--- config.mk ---
export PLATFORM = sky130hd
export DESIGN_NAME = rf_wb_arbiter
export DESIGN_NICKNAME = d
export VERILOG_FILES = /design/src/rtl/rf_wb_arbiter.sv
export SDC_FILE = /design/constraint.sdc
export NUM_CORES = 1
export LEC_CHECK = 0
export CAP_MARGIN = 0
export CORE_UTILIZATION = 35
export DETAILED_ROUTE_END_ITERATION = 16
export PLACE_DENSITY = 0.83
export SLEW_MARGIN = 10
export SYNTH_ARGS = -nofsm -noshare
export SYNTH_HDL_FRONTEND = slang
export SYNTH_SLANG_ARGS = --single-unit
--- constraint.sdc ---
create_clock -name clk -period 3.3 [get_ports clk]
set_clock_uncertainty 0.1 [all_clocks]
set_input_delay 0.66 -clock clk [delete_from_list [all_inputs] [get_ports clk]]
set_output_delay 0.66 -clock clk [all_outputs]
set_load 0.005 [all_outputs]
--- src/rtl/rf_wb_arbiter.sv ---
// Write-back arbiter: round-robin share of the register file write port.
// Define RF_WB_ARB_STATS_EN to build the conflict/R0-drop counters.
module rf_wb_arbiter (
  input  logic        clk,
  input  logic        rst,
  input  logic        hold,
  input  logic        a_valid,
  input  logic [3:0]  a_reg,
  input  logic [31:0] a_data,
  output logic        a_ready,
  input  logic        b_valid,
  input  logic [3:0]  b_reg,
  input  logic [31:0] b_data,
  output logic        b_ready,
  output logic [3:0]  write_reg,
  output logic [31:0] write_data,
  output logic        rf_we,
  input  logic [3:0]  read_rega,
  input  logic [3:0]  read_regb,
  output logic        fwd_a,
  output logic        fwd_b,
  output logic [31:0] fwd_data,
  output logic [15:0] conflict_cnt,
  output logic [15:0] r0_drop_cnt
);

  typedef enum logic {
    GNT_A = 1'b0,
    GNT_B = 1'b1
  } gnt_e;

  gnt_e        r_last;
  gnt_e        w_last_nxt;
  logic [3:0]  r_write_reg;
  logic [31:0] r_write_data;
  logic        r_rf_we;

  logic        w_grant_a;
  logic        w_grant_b;
  logic        w_xfer;
  logic [3:0]  w_sel_reg;
  logic [31:0] w_sel_data;

  // The port served most recently loses a tie.
  always_comb begin
    w_grant_a  = a_valid && (!b_valid || r_last == GNT_B);
    w_grant_b  = b_valid && (!a_valid || r_last == GNT_A);
    a_ready    = !hold && w_grant_a;
    b_ready    = !hold && w_grant_b;
    w_xfer     = a_ready || b_ready;
    w_sel_reg  = a_ready ? a_reg : b_reg;
    w_sel_data = a_ready ? a_data : b_data;
    w_last_nxt = r_last;
    unique case (1'b1)
      a_ready: w_last_nxt = GNT_A;
      b_ready: w_last_nxt = GNT_B;
      default: w_last_nxt = r_last;
    endcase
  end

  always_ff @(posedge clk) begin
    if (rst) begin
      r_last       <= GNT_B;
      r_write_reg  <= 4'd0;
      r_write_data <= 32'd0;
      r_rf_we      <= 1'b0;
    end else begin
      r_last  <= w_last_nxt;
      r_rf_we <= w_xfer && (w_sel_reg != 4'd0);
      if (w_xfer) begin
        r_write_reg  <= w_sel_reg;
        r_write_data <= w_sel_data;
      end
    end
  end

  assign write_reg  = r_write_reg;
  assign write_data = r_write_data;
  assign rf_we      = r_rf_we;
  assign fwd_data   = r_write_data;
  assign fwd_a      = r_rf_we && (r_write_reg == read_rega)
                      && (read_rega != 4'd0);
  assign fwd_b      = r_rf_we && (r_write_reg == read_regb)
                      && (read_regb != 4'd0);

`ifdef RF_WB_ARB_STATS_EN
  logic [15:0] r_conflict_cnt;
  logic [15:0] r_r0_drop_cnt;
  logic        w_conflict;
  logic        w_r0_drop;

  assign w_conflict = a_valid && b_valid && !hold;
  assign w_r0_drop  = w_xfer && (w_sel_reg == 4'd0);

  // Saturating statistics counters.
  always_ff @(posedge clk) begin
    if (rst) begin
      r_conflict_cnt <= 16'd0;
      r_r0_drop_cnt  <= 16'd0;
    end else begin
      if (w_conflict && r_conflict_cnt != 16'hFFFF)
        r_conflict_cnt <= r_conflict_cnt + 16'd1;
      if (w_r0_drop && r_r0_drop_cnt != 16'hFFFF)
        r_r0_drop_cnt <= r_r0_drop_cnt + 16'd1;
    end
  end

  assign conflict_cnt = r_conflict_cnt;
  assign r0_drop_cnt  = r_r0_drop_cnt;
`else
  assign conflict_cnt = 16'h0000;
  assign r0_drop_cnt  = 16'h0000;
`endif

endmodule

==> run metrics <==
finished layout cell area=3560 µm²; number of flip-flops in the largest register=32; RePlAce Congestion=0.779; worst reg2reg endpoint=fwd_data[4]; minimum clock period=2780 ps; cells taking the most area after synthesis=sky130_fd_sc_hd__dfxtp_1, sky130_fd_sc_hd__buf_4, sky130_fd_sc_hd__mux2i_1, sky130_fd_sc_hd__o2bb2ai_1, sky130_fd_sc_hd__buf_6; antenna violations before repair=0; count of hold buffers inserted by post-cts repair=0; Hold Path Cell Cnt=1; Setup Crit Path Kind=input port to primary output; first-pass GRT wire length=8380 µm; post-detailed-placement half-perimeter wirelength=4500 µm; cell count of the worst reg-to-reg path=5; pin count of the biggest net entering global routing=39; Arr. time, crit path=2020 ps; #FFs+latches synth=38; horizontal die dimension=81.9 µm; total negative slack=0 ps; DRT Wirelength=5680 µm; library cell with the highest instance count after synthesis=sky130_fd_sc_hd__buf_4; number of remaining DRC errors=0; # port buffers=157; worst IR drop on VDD=0.168 mV; post-route ant nets=0; count of flip-flops with a built-in enable after synthesis=0; fraction of final layout cells sized beyond drive strength 1=0.0464; startpoint kind of the worst setup timing path=input port; final cell count without fillers=420; clock latency on the worst-skew pair=280 ps; Post-Syn Area per Cell=10.1 µm²; kind of end point of the critical path=primary output; beginning of the worst hold path=fwd_data[25]; synthesized netlist cell count=221; total congestion overflow=0; post-cts repair resize count=0; detailed-route wire length per cell=13.5 µm; class of the tightest hold or removal check=register to register; Commonest cells post-synth=sky130_fd_sc_hd__buf_4, sky130_fd_sc_hd__dfxtp_1, sky130_fd_sc_hd__mux2i_1; endpoint of the worst hold-timing path=fwd_data[25]; slew at the pin closest to its max-slew limit=768 ps; Placed Instance Area=3470 µm²; headroom to the max-slew limit=0.488; share of async-settable or async-resettable flops after synthesis=0; TritonCTS clock tree=built; maximum capacitance violations=0; total vias in the final route=1,933; Post-Place Cells=412; Synth Cell Area=2230 µm²; Pleak=1.50 nW; worst reg2reg startpoint=r_last; number of violations reported at the end of detailed-routing iteration 0=17; final standard cell utilization of the core=0.591; portion of the post-synthesis area used by sequential elements=0.340; buffer count from post-CTS setup fixing=0; Post-Route Hold Slack=383 ps; post-route clock period utilization=0.842; antenna cell count=0; area of the core=6030 µm²; number of unique standard cell types used by synthesis=23; die boundary height=81.9 µm; post-synth top area cell=sky130_fd_sc_hd__dfxtp_1; GRT Overall Usage=0.165; total count of max-transition violations in the final report=0; maximum root-to-sink buffer count=2; power density of the placed cells=332 nW/µm²; total die area=6710 µm²; Max Freq=0.360 GHz; via count of the first global-routing pass=1,841; number of standard-cell rows in the floorplan=28; status=finished clean; crit path max fanout=3; critical path data required time=2540 ps; # H-tree levels=2; number of endpoints with negative hold slack in the final report=0; count of boundary I/O pins=190; CTS sink cnt=38; setup-violating endpoint count in the final report=0; setup repair after global routing missed its margin=no; number of nets in the finished design=429; prevailing post-synth register cell=sky130_fd_sc_hd__dfxtp_1; Reg clk slew, reported paths=70 ps; clock root buffer=sky130_fd_sc_hd__clkbuf_8; synthesis warning total=0; starting utilization of the core area=0.371; total CTS buffers=5; area fraction of the dominant cell type after synthesis=0.340; setup slack on the worst flop-to-flop path=1640 ps; area growth from synthesis to layout=59.3%; number of vias per cell after detailed routing=4.60; first-pass iteration count of the detailed router=3
==> stage by stage <==
stage               worst slack, ps  power (mW)
floorplan                      1310       0.703
global placement                548       0.869
detailed placement              520       0.874
CTS                             519        1.20
global route                    450        1.25
finish                          521        1.18
==> layer usage <==
metal | vias up | wire, µm | track usage
met3 | 10 | 588 | 0.0544
met5 | - | 0 | 0
met2 | 119 | 3010 | 0.312
li1 | 930 | - | -
met4 | 0 | 80 | 0.0491
met1 | 874 | 2010 | 0.169
==> worst max-delay path by stage <==
stage,from,end,depth (start not counted)
finish,a_valid,a_ready,5
global route,read_regb[1],fwd_b,5
CTS,a_valid,a_ready,5
detailed placement,a_valid,a_ready,5
global placement,a_valid,a_ready,5
floorplan,hold,a_ready,4
==> placed cells by master (no fill, tap or decap) <==
cell	Yosys	layout
sky130_fd_sc_hd__xnor2_1	6	6
sky130_fd_sc_hd__nor2_2	2	3
sky130_fd_sc_hd__o2bb2ai_1	31	31
sky130_fd_sc_hd__clkdlybuf4s50_1	0	157
sky130_fd_sc_hd__mux2i_1	36	36
sky130_fd_sc_hd__nor2_1	9	8
sky130_fd_sc_hd__dfxtp_1	38	38
sky130_fd_sc_hd__nand4_1	2	2
sky130_fd_sc_hd__or3_1	1	1
sky130_fd_sc_hd__inv_1	2	2
sky130_fd_sc_hd__a21oi_1	3	3
sky130_fd_sc_hd__a211oi_1	5	5
sky130_fd_sc_hd__clkinv_2	0	1
sky130_fd_sc_hd__a21o_4	1	1
sky130_fd_sc_hd__a211o_1	1	1
sky130_fd_sc_hd__nand2b_4	1	1
sky130_fd_sc_hd__clkbuf_8	0	6
sky130_fd_sc_hd__o2bb2ai_2	1	1
sky130_fd_sc_hd__conb_1	1	32
sky130_fd_sc_hd__or4_1	1	1
sky130_fd_sc_hd__nor4_1	1	1
sky130_fd_sc_hd__clkbuf_1	0	1
sky130_fd_sc_hd__buf_4	64	3
sky130_fd_sc_hd__nor3_1	3	3
sky130_fd_sc_hd__nand2b_1	1	1
==> cell families after synthesis <==
kind of cell | after synthesis | synth area share
flops | 38 | 0.340
other cells | 1 | 0.00168
simple gates | 21 | 0.0510
mux | 36 | 0.161
buf+inv | 77 | 0.260
xor+xnor | 6 | 0.0235
compound gates | 42 | 0.162
==> final cells by class <==
class | count | area [µm²]
fill | 543 | 2470
timing repair buffer | 160 | 1590
multi-input combinational | 137 | 1010
sequential | 38 | 761
tap | 75 | 93.8
clock buffer | 7 | 86.3
inverter | 2 | 7.51
clock inverter | 1 | 5.00
==> power breakdown <==
group	internal, mW	switching (mW)	leakage, nW	total [mW]
Combinational	0.231	0.110	1.13	0.341
Sequential	0.491	0.0289	0.313	0.520
Clock	0.168	0.151	0.0482	0.320
Total	0.890	0.290	1.50	1.18
==> critical path, cell delays in order <==
cell and delay [ps]:
sky130_fd_sc_hd__clkdlybuf4s50_1 560, sky130_fd_sc_hd__nand2b_4 70, sky130_fd_sc_hd__a21o_4 180, sky130_fd_sc_hd__inv_1 50
sky130_fd_sc_hd__clkdlybuf4s50_1 490
Note: power is estimated with default switching activity, not from simulation.
